[src/rtl/cory_pkg.sv]
// cory_pkg: shared state encoding, port index width and rotate-priority search for cory arbiters
package cory_pkg;
  typedef enum logic {IDLE, LOCK} state_t;
  localparam int PW = 2;
  function automatic logic [PW:0] next_valid(input logic [3:0] valid, input logic [PW-1:0] ptr);
    logic [PW:0] r;
    r = {1'b0, ptr};
    for (int i = 3; i >= 0; i--)
      if (valid[PW'(ptr + PW'(i))]) r = {1'b1, PW'(ptr + PW'(i))};
    return r;
  endfunction
endpackage

[src/rtl/cory_wrr4_if.sv]
// cory_wrr4_if: four valid/ready/last producer ports, weights and the merged output channel
interface cory_wrr4_if #(parameter int N = 8, parameter int W = 4);
  logic i_a0_v, i_a1_v, i_a2_v, i_a3_v;
  logic i_a0_l, i_a1_l, i_a2_l, i_a3_l;
  logic [N-1:0] i_a0_d, i_a1_d, i_a2_d, i_a3_d;
  logic o_a0_r, o_a1_r, o_a2_r, o_a3_r;
  logic [4*W-1:0] i_wgt;
  logic o_z_v, o_z_l, i_z_r;
  logic [N-1:0] o_z_d;
  logic [1:0] o_z_s;
  modport slave(
    input i_a0_v, i_a1_v, i_a2_v, i_a3_v, i_a0_l, i_a1_l, i_a2_l, i_a3_l,
    input i_a0_d, i_a1_d, i_a2_d, i_a3_d, i_wgt, i_z_r,
    output o_a0_r, o_a1_r, o_a2_r, o_a3_r, o_z_v, o_z_l, o_z_d, o_z_s
  );
  modport master(
    output i_a0_v, i_a1_v, i_a2_v, i_a3_v, i_a0_l, i_a1_l, i_a2_l, i_a3_l,
    output i_a0_d, i_a1_d, i_a2_d, i_a3_d, i_wgt, i_z_r,
    input o_a0_r, o_a1_r, o_a2_r, o_a3_r, o_z_v, o_z_l, o_z_d, o_z_s
  );
endinterface

[src/rtl/cory_wrr4_rr_pick4.sv]
// cory_rr_pick4: combinational 4-way rotate-priority picker; sel falls back to ptr when nothing is valid
module cory_rr_pick4
  import cory_pkg::*;
(
  input  logic [3:0]    valid,
  input  logic [PW-1:0] ptr,
  output logic [PW-1:0] sel,
  output logic          any
);
  assign {any, sel} = next_valid(valid, ptr);
endmodule

[src/rtl/cory_wrr4.sv]
// cory_wrr4: 4-input weighted round-robin packet scheduler; CORY_WRR4_AGE_EN adds starvation age override
module cory_wrr4
  import cory_pkg::*;
#(
  parameter int N   = 8,
  parameter int W   = 4,
  parameter int AGE = 8
) (
  input logic        clk,
  input logic        reset_n,
  cory_wrr4_if.slave bus
);
  state_t fsm, fsm_n;
  logic [PW-1:0] gnt, gnt_n, ptr, ptr_n, sel, rr_sel;
  logic [W-1:0] cnt, cnt_n, wgt, credit;
  logic [3:0] v, l, rdy;
  logic [N-1:0] d [4];
  logic any, zv, xfer, start, reload;
  assign v = {bus.i_a3_v, bus.i_a2_v, bus.i_a1_v, bus.i_a0_v};
  assign l = {bus.i_a3_l, bus.i_a2_l, bus.i_a1_l, bus.i_a0_l};
  assign d = '{bus.i_a0_d, bus.i_a1_d, bus.i_a2_d, bus.i_a3_d};
  cory_rr_pick4 u_pick (.valid(v), .ptr(ptr), .sel(rr_sel), .any(any));
`ifdef CORY_WRR4_AGE_EN
  logic [AGE-1:0] age [4];
  logic [3:0] sat;
  logic [PW-1:0] age_sel;
  always_comb begin
    sat = '0;
    age_sel = '0;
    for (int k = 3; k >= 0; k--) begin
      sat[k] = v[k] & (&age[k]);
      if (sat[k]) age_sel = PW'(k);
    end
  end
  always_ff @(posedge clk)
    for (int k = 0; k < 4; k++)
      age[k] <= (!reset_n || (xfer && sel == PW'(k))) ? '0 : age[k] + AGE'(v[k] & ~&age[k]);
  assign sel = fsm == LOCK ? gnt : |sat ? age_sel : rr_sel;
`else
  logic unused_age;
  assign unused_age = AGE[0] ^ any;
  assign sel = fsm == LOCK ? gnt : rr_sel;
`endif
  // sel is independent of i_z_r so the output holds steady under backpressure
  assign zv = reset_n & v[sel];
  assign xfer = zv & bus.i_z_r;
  assign rdy = {4{reset_n & bus.i_z_r}} & (4'b1 << sel);
  assign wgt = bus.i_wgt[W*sel +: W];
  assign start = xfer && fsm == IDLE;
  assign reload = start && (sel != ptr || cnt == '0);
  assign credit = !reload ? cnt : wgt == '0 ? W'(1) : wgt;
  always_comb begin
    fsm_n = fsm;
    gnt_n = gnt;
    ptr_n = ptr;
    cnt_n = cnt;
    if (start && !l[sel]) begin
      fsm_n = LOCK;
      gnt_n = sel;
    end
    if (reload) begin
      ptr_n = sel;
      cnt_n = credit;
    end
    if (xfer && l[sel]) begin
      fsm_n = IDLE;
      ptr_n = credit <= W'(1) ? sel + 1'b1 : sel;
      cnt_n = credit <= W'(1) ? '0 : credit - 1'b1;
    end
  end
  always_ff @(posedge clk)
    if (!reset_n) begin
      fsm <= IDLE;
      gnt <= '0;
      ptr <= '0;
      cnt <= '0;
    end else begin
      fsm <= fsm_n;
      gnt <= gnt_n;
      ptr <= ptr_n;
      cnt <= cnt_n;
    end
  assign bus.o_z_v = zv;
  assign bus.o_z_d = d[sel];
  assign bus.o_z_l = l[sel];
  assign bus.o_z_s = sel;
  assign {bus.o_a3_r, bus.o_a2_r, bus.o_a1_r, bus.o_a0_r} = rdy;
endmodule

[src/flat_wrapper.sv]
// flat-port wrapper written by rule: the top's interface ports become plain ports
module cory_wrr4_flat import cory_pkg::*;
#(
  parameter int N   = 8,
  parameter int W   = 4,
  parameter int AGE = 8
)
  (clk, reset_n, bus_i_a0_v, bus_i_a1_v, bus_i_a2_v, bus_i_a3_v, bus_i_a0_l, bus_i_a1_l, bus_i_a2_l, bus_i_a3_l, bus_i_a0_d, bus_i_a1_d, bus_i_a2_d, bus_i_a3_d, bus_i_wgt, bus_i_z_r, bus_o_a0_r, bus_o_a1_r, bus_o_a2_r, bus_o_a3_r, bus_o_z_v, bus_o_z_l, bus_o_z_d, bus_o_z_s);
  cory_wrr4_if #(.N(N), .W(W)) bus_i ();
  input logic clk;
  input logic reset_n;
  input wire logic [$bits(bus_i.i_a0_v)-1:0] bus_i_a0_v;
  input wire logic [$bits(bus_i.i_a1_v)-1:0] bus_i_a1_v;
  input wire logic [$bits(bus_i.i_a2_v)-1:0] bus_i_a2_v;
  input wire logic [$bits(bus_i.i_a3_v)-1:0] bus_i_a3_v;
  input wire logic [$bits(bus_i.i_a0_l)-1:0] bus_i_a0_l;
  input wire logic [$bits(bus_i.i_a1_l)-1:0] bus_i_a1_l;
  input wire logic [$bits(bus_i.i_a2_l)-1:0] bus_i_a2_l;
  input wire logic [$bits(bus_i.i_a3_l)-1:0] bus_i_a3_l;
  input wire logic [$bits(bus_i.i_a0_d)-1:0] bus_i_a0_d;
  input wire logic [$bits(bus_i.i_a1_d)-1:0] bus_i_a1_d;
  input wire logic [$bits(bus_i.i_a2_d)-1:0] bus_i_a2_d;
  input wire logic [$bits(bus_i.i_a3_d)-1:0] bus_i_a3_d;
  input wire logic [$bits(bus_i.i_wgt)-1:0] bus_i_wgt;
  input wire logic [$bits(bus_i.i_z_r)-1:0] bus_i_z_r;
  output wire logic [$bits(bus_i.o_a0_r)-1:0] bus_o_a0_r;
  output wire logic [$bits(bus_i.o_a1_r)-1:0] bus_o_a1_r;
  output wire logic [$bits(bus_i.o_a2_r)-1:0] bus_o_a2_r;
  output wire logic [$bits(bus_i.o_a3_r)-1:0] bus_o_a3_r;
  output wire logic [$bits(bus_i.o_z_v)-1:0] bus_o_z_v;
  output wire logic [$bits(bus_i.o_z_l)-1:0] bus_o_z_l;
  output wire logic [$bits(bus_i.o_z_d)-1:0] bus_o_z_d;
  output wire logic [$bits(bus_i.o_z_s)-1:0] bus_o_z_s;
  assign bus_i.i_a0_v = bus_i_a0_v;
  assign bus_i.i_a1_v = bus_i_a1_v;
  assign bus_i.i_a2_v = bus_i_a2_v;
  assign bus_i.i_a3_v = bus_i_a3_v;
  assign bus_i.i_a0_l = bus_i_a0_l;
  assign bus_i.i_a1_l = bus_i_a1_l;
  assign bus_i.i_a2_l = bus_i_a2_l;
  assign bus_i.i_a3_l = bus_i_a3_l;
  assign bus_i.i_a0_d = bus_i_a0_d;
  assign bus_i.i_a1_d = bus_i_a1_d;
  assign bus_i.i_a2_d = bus_i_a2_d;
  assign bus_i.i_a3_d = bus_i_a3_d;
  assign bus_i.i_wgt = bus_i_wgt;
  assign bus_i.i_z_r = bus_i_z_r;
  assign bus_o_a0_r = bus_i.o_a0_r;
  assign bus_o_a1_r = bus_i.o_a1_r;
  assign bus_o_a2_r = bus_i.o_a2_r;
  assign bus_o_a3_r = bus_i.o_a3_r;
  assign bus_o_z_v = bus_i.o_z_v;
  assign bus_o_z_l = bus_i.o_z_l;
  assign bus_o_z_d = bus_i.o_z_d;
  assign bus_o_z_s = bus_i.o_z_s;
  cory_wrr4 #(.N(N), .W(W), .AGE(AGE)) u_core (.clk(clk), .reset_n(reset_n), .bus(bus_i));
endmodule
[config.mk]
export PLATFORM = sky130hd
export DESIGN_NAME = cory_wrr4_flat
export DESIGN_NICKNAME = d
export VERILOG_FILES = /design/src/rtl/cory_pkg.sv /design/src/rtl/cory_wrr4_if.sv /design/src/rtl/cory_wrr4_rr_pick4.sv /design/src/rtl/cory_wrr4.sv /design/src/flat_wrapper.sv
export SDC_FILE = /design/constraint.sdc
export NUM_CORES = 1
export LEC_CHECK = 0
export CORE_AREA = 2 2 50 86
export DETAILED_ROUTE_END_ITERATION = 7
export DIE_AREA = 0 0 52 88
export GPL_TIMING_DRIVEN = 0
export PLACE_DENSITY_LB_ADDON = 0.05
export SYNTH_ARGS = -nofsm -noshare
export SYNTH_HDL_FRONTEND = slang
export SYNTH_SLANG_ARGS = --single-unit
[constraint.sdc]
create_clock -name clk -period 5.4 [get_ports clk]
set_input_delay 1.62 -clock clk [delete_from_list [all_inputs] [get_ports clk]]
set_output_delay 1.62 -clock clk [all_outputs]
set_load 0.01 [all_outputs]
Word level (Yosys, flattened, before mapping)
Cells that the tools add are included.
W data, S select, Z words.
- add/sub/neg operators: 5
- order comparisons: 7
- equality and inequality tests: 1
- shift operators: 2
- muxes and demuxes: 28
- bitwise operators: 7
- reductions and logical operators: 10
- operators by type and width (operator ; count):
    $mux W4 ; 5
    $bmux W8 S2 ; 1
    $mux W2 ; 8
    $mux W8 ; 2
    $shiftx A16 B5 Y4 ; 1
    $lt A2 B3 Y1 const B ; 5
    $bmux W1 S2 ; 6
    $logic_not A4 Y1 ; 2
    $mux W1 ; 6
    $add A2 B1 Y2 const B ; 2
    $add A2 B2 Y2 const B ; 2
    $and A4 B4 Y4 ; 1
    $le A4 B1 Y1 const B ; 1
    $logic_and A1 B1 Y1 ; 4
    $shl A1 B2 Y4 const A ; 1
    $sub A4 B1 Y4 const B ; 1
    $and A1 B1 Y1 ; 3
    $ge A3 B3 Y1 const B ; 1
    $not A2 Y3 ; 1
    $ne A2 B2 Y1 ; 1
    $not A1 Y1 ; 2
    $reduce_bool A2 Y1 ; 1
    $reduce_or A2 Y1 ; 1
    $logic_not A1 Y1 ; 1
    $logic_or A1 B1 Y1 ; 1
- register bits after elaboration: 9
- input port bits: 59
- output and inout port bits: 16

Depth between registers and ports, before layout
- word-level depth: 18
- mapped depth: 16
- gate-level depth less buffers: 14

By module
A second synthesis with hierarchy kept.
- cells, all modules: 177
- area total of the unflattened synthesis: 1367.6 µm²
- modules (own cells, without submodules) (module ; times used ; cells an instance ; area each (µm²) ; sequential area each (µm²)):
    cory_wrr4 ; 1 ; 161 ; 1263.7 ; 180.2
    cory_rr_pick4 ; 1 ; 16 ; 103.8 ; 0.0

Worst setup path after synthesis
No wires, ideal clock.
- kind: input -> output
- start point: in bus_i_a2_v
- end point: out bus_o_z_d[6]
- arrival: 3.553 ns
- setup slack: 0.227 ns
- cell stages on the path: 10
- path through: or3b_1 > a21o_1 > a21oi_2 > nor2_2 > inv_2 > buf_4 > clkbuf_1 > nand2_1 > and3_1 > a31oi_1
- word-level cells in the longest chain between the ends: 11
- elaborated cells between the ends (all ways): 17
- ends and longest elaborated chain (element ; RTL line ; source):
    start, declared ; flat_wrapper.sv:14 ; input wire logic [$bits(bus_i.i_a2_v)-1:0] bus_i_a2_v;
    $bmux W1 S2 ; cory_pkg.sv:9 ; if (valid[PW'(ptr + PW'(i))]) r = {1'b1, PW'(ptr + PW'(i))};
    $mux W1 (implied by the code) ; cory_pkg.sv:9 ;
    $mux W2 (3 in series) ; cory_pkg.sv:9 ;
    $mux W2 (*) ; cory_pkg.sv:9 ;
    $mux W2 (*) ; cory_wrr4.sv:42 ; assign sel = fsm == LOCK ? gnt : rr_sel;
    via bus_o_z_s[0] ; flat_wrapper.sv:33 ; output wire logic [$bits(bus_i.o_z_s)-1:0] bus_o_z_s;
    $not A2 Y3 (implied by the code) (*) ; cory_wrr4.sv:84 ; assign bus.o_z_d = d[sel];
    $bmux W8 S2 (*) ; cory_wrr4.sv:84 ;
    $mux W8 (implied by the code) (*) (2 in series) ; cory_wrr4.sv:84 ;
    end, declared ; flat_wrapper.sv:32 ; output wire logic [$bits(bus_i.o_z_d)-1:0] bus_o_z_d;
The timed path passes the listed nets; every way through them passes the cells marked *. The select of a mux whose other input is x is not followed.

Worst setup path after layout
- start point: in bus_i_a2_v
- end point: out bus_o_z_s[0]
- word-level cells in the longest chain between the ends: 7
- elaborated cells between the ends (all ways): 13
- ends and longest elaborated chain (element ; RTL line):
    $bmux W1 S2 ; cory_pkg.sv:9
    $mux W1 (implied by the code) ; cory_pkg.sv:9
    $mux W2 (3 in series) ; cory_pkg.sv:9
    $mux W2 (*) ; cory_pkg.sv:9
    $mux W2 (*) ; cory_wrr4.sv:42
    end, declared ; flat_wrapper.sv:33
Mark *: on every way between the ends. The rest lies on a longest branch, timed or not. The select of a mux whose other input is x is not followed.

==> results.py <==
metrics = {
    "run_status": {
        "run_status": "complete, no violations",
    },
    "die": {
        "floorplan.io_pins": 75,
        "dieWidth_um": 52,
        "floorplan.die.height_um": 88,
        "start_util_pct": 40.5,
        "fp.dieArea_mm2": 0.00458,
        "fp.coreArea_mm2": 0.00387,
        "fp-row-count": 30,
    },
    "clocking": {
        "h-tree-depth": 1,
        "cts_hold_repair.buffers": 0,
        "cts.sink_count": 9,
        "cts-root-buf": "clkbuf_8",
        "clock_tree_from_tritoncts": "yes",
        "deepest_clock_path_buffer_count": 2,
        "clk_latency_ns": 0.24,
        "clkSlewWorstSetupHoldPaths_ns": 0.04,
        "num_cts_buffers": 3,
    },
    "final_layout": {
        "multi_input_area_mm2": 0.00131,
        "antennaDiodeCount": 0,
        "nFillCells": 355,
        "post-route-util_pct": 64.3,
        "syn_to_final_growth_pct": 58.8,
        "final_nets": 365,
        "drive_gt1_share_pct": 17.1,
        "area.sequential_um2": 180,
    },
    "yosys": {
        "yosys.area_share.xor_xnor_pct": 0.559,
        "synthDominantAreaCellType": "nand2_1",
        "synth-edff-count": 0,
        "synth_area_per_cell_um2": 7.12,
        "yosys_warnings": 0,
        "portion_of_netlist_area_occupied_by_mux_cells_pct": 3.59,
        "largest_family_of_logic_cells_by_synthesized_area": "simple AND/OR/NAND/NOR gates",
        "ys_ff_latch": 9,
        "synth_async_reset_ratio_pct": 0,
        "synth_nets": 285,
        "synthDominantCellAreaShare_pct": 12.7,
        "seq_area_frac_synth_pct": 11.5,
        "yosys_most_used_dff": "dfxtp_1",
        "netlist_instances": 220,
        "yosys.cell_types.count": 64,
        "synth_compound_area_share_pct": 33.3,
        "synth_adder_area_share_pct": 4.79,
        "post_synth_main_area_contributors": "nand2_1 13%, dfxtp_1 12%, and3_1 7.2%",
        "synth-simple-area-share_pct": 39.1,
        "netlist_area_mm2": 0.00157,
    },
    "sta": {
        "hold_ws_ns": 0.493,
        "period_minus_slack_ns": 5.32,
        "setup_viol": 0,
        "setup-tns-final_ns": 0,
        "max_frequency_ghz": 0.188,
        "maximum_clock_skew_at_final_layout_ns": 0.00196,
        "final_worst_path_period_share_pct": 98.5,
        "hold_viol": 0,
        "final_max_tran_viols": 0,
        "fin_ws_ns": 0.0799,
        "tightest_slew_ns": 0.531,
        "slew_headroom_pct": 64.3,
        "rsz0062_at_grt": "false",
    },
    "route": {
        "postRouteAntennaNets": 0,
        "dr.first_iter.drc_count": 35,
        "routed_wl_um": 5110,
        "post-route-drc-count": 0,
        "route.detailed.vias_per_inst": 5.58,
        "drt_first_pass_iters": 4,
        "total_via_count_after_detailed_routing": 1936,
        "routed_wire_length_per_instance_um": 14.7,
    },
    "global_routing": {
        "grt.overflow.total": 0,
        "first_global_vias": 1964,
        "grt_pass1_wl_um": 8520,
        "antenna_found_initial": 0,
        "grt_start_max_net_pins": 13,
        "global_route.usage.total_pct": 24.5,
    },
    "power_and_ir_drop": {
        "ir_worst_vdd_v": 0.000171,
        "power_density_mw_per_mm2": 291,
        "static_leakage_nw": 1.09,
    },
    "critical_path": {
        "reg2reg_setup_slack_ns": 1.81,
        "worst-path-max-fanout": 12,
        "worst-endpoint-arrival_ns": 3.70,
        "critical_path.max_stage_delay_ns": 0.54,
        "crit_path_start_kind": "input pin",
        "crit_path_end_kind": "primary output",
        "worstPathCellList": "clkdlybuf4s15_2 > or3b_1 > a21o_4 > a21oi_4 > nor2_4 > inv_2 > buf_6 > clkbuf_16 > clkdlybuf4s50_1",
        "criticalPathCategory": "in2out",
        "critical_path_required_ns": 3.78,
        "reg2reg_start": "u_core.ptr[0]",
        "timing.critical_path.slowest_stage_cell": "clkdlybuf4s50_1",
        "worstRegToRegCells": 12,
        "rr_endpoint": "u_core.ptr[0]",
    },
    "hold_path": {
        "holdCritPathClass": "reg2reg",
        "hold_path_startpoint": "u_core.gnt[1]",
        "hold_end": "u_core.gnt[1]",
        "timing.hold.worst_path_depth": 1,
    },
    "placement": {
        "gp_congestion": 0.842,
        "place_hpwl_um": 4080,
        "preCtsSetupSlack_ns": -1.06,
        "placement.io_buffers": 73,
    },
    "flow_run": {
        "drv.max_cap_violation_count": 0,
    },
}
==> placed cells by master, fill, tap and decap left out, types with 3 or more instances in the layout <==
master | Yosys | routed
a31oi_1 | 9 | 9
buf_4 | 3 | 5
o211a_1 | 4 | 4
clkdlybuf4s15_1 | 0 | 5
dfxtp_1 | 9 | 9
nand4_1 | 5 | 5
ha_1 | 6 | 6
nand2_1 | 53 | 53
buf_2 | 4 | 4
clkdlybuf4s50_1 | 0 | 57
nor3_1 | 4 | 4
nor2_1 | 8 | 8
and3_1 | 18 | 18
dlygate4sd2_1 | 0 | 3
o21ai_0 | 3 | 3
clkbuf_2 | 0 | 4
nand3_1 | 7 | 6
o31ai_1 | 4 | 4
clkbuf_8 | 0 | 6
inv_1 | 8 | 8
a21oi_1 | 11 | 10
==> metal layers <==
| metal | GRT usage [%] | vias up | wire length (um) |
|---|---|---|---|
| li1 | - | 971 | - |
| met1 | 24.9 | 879 | 1910 |
| met2 | 46.5 | 77 | 2740 |
| met3 | 3.58 | 9 | 314 |
| met4 | 12.0 | 0 | 145 |
| met5 | 0 | - | 0 |
==> area by class of cell <==
| cell class | instances | area share [%] |
|---|---|---|
| inverters | 10 | 1.56 |
| flip-flops and latches | 9 | 7.24 |
| multi-input cells | 188 | 52.7 |
| repair buffers | 75 | 29.0 |
| plain buffers | 13 | 5.23 |
| well taps | 48 | 2.41 |
| clock buffers | 4 | 1.81 |
==> what timing repair did <==
item	CTS	global route
pin swaps	1	0
gates resized for setup	42	17
setup buffers	2	0
setup endpoints to repair	16	13
endpoints found under the hold margin	0	0
==> critical path: cells and delay by family <==
| family | cells | cell delay (ns) |
|---|---|---|
| AOI/OAI and AO/OA | 2 | 0.42 |
| buffers and inverters | 5 | 1.17 |
| and+or+nand+nor | 2 | 0.48 |
==> cell families (layout without fill, tap and decap cells) <==
family          count (synthesis)  after routing
simple gates                  117            117
compound gates                 60             60
buf+inv                        23            102
flops                           9              9
fa+ha+maj                       6              6
mux                             4              4
xor+xnor                        1              1
==> through the flow <==
step	total power, mW	cells	area (um2)
after detailed placement	0.629	341	2360
final	0.724	347	2490
after CTS	0.727	347	2490
after global routing	0.786	347	2490
after floorplan	0.441	220	1570
after global placement	0.625	341	2360
==> where the power goes <==
part | switching, mW | leakage [nW] | total [mW] | internal [mW]
clock network | 0.0294 | 0.0228 | 0.0811 | 0.0517
logic | 0.291 | 0.994 | 0.550 | 0.259
registers | 0.0118 | 0.0735 | 0.0934 | 0.0816
==> synth_stat cells, types with 4 or more instances <==
| cell | n |
|---|---|
| a21oi_1 | 11 |
| a31oi_1 | 9 |
| and3_1 | 18 |
| buf_2 | 4 |
| clkbuf_1 | 5 |
| dfxtp_1 | 9 |
| ha_1 | 6 |
| inv_1 | 8 |
| nand2_1 | 53 |
| nand3_1 | 7 |
| nand4_1 | 5 |
| nor2_1 | 8 |
| nor3_1 | 4 |
| o211a_1 | 4 |
| o31ai_1 | 4 |
==> sequential cells by signal (all words and copies together), names as in the netlist <==
name	count
u_core.ptr	2
u_core.gnt	2
u_core.cnt	4
u_core.fsm	1
==> worst max path at each step <==
| stage | startpoint | end | cells after the start |
|---|---|---|---|
| final | bus_i_a2_v | bus_o_z_s[0] | 9 |
| after global routing | bus_i_a2_v | bus_o_z_s[0] | 9 |
| after CTS | bus_i_a1_v | bus_o_z_d[6] | 12 |
| after detailed placement | bus_i_a2_v | bus_o_z_d[6] | 12 |
| after global placement | bus_i_a2_v | bus_o_z_d[6] | 12 |
| after floorplan | bus_i_a2_v | bus_o_z_d[6] | 10 |
Power figures use the tool's default switching activity.
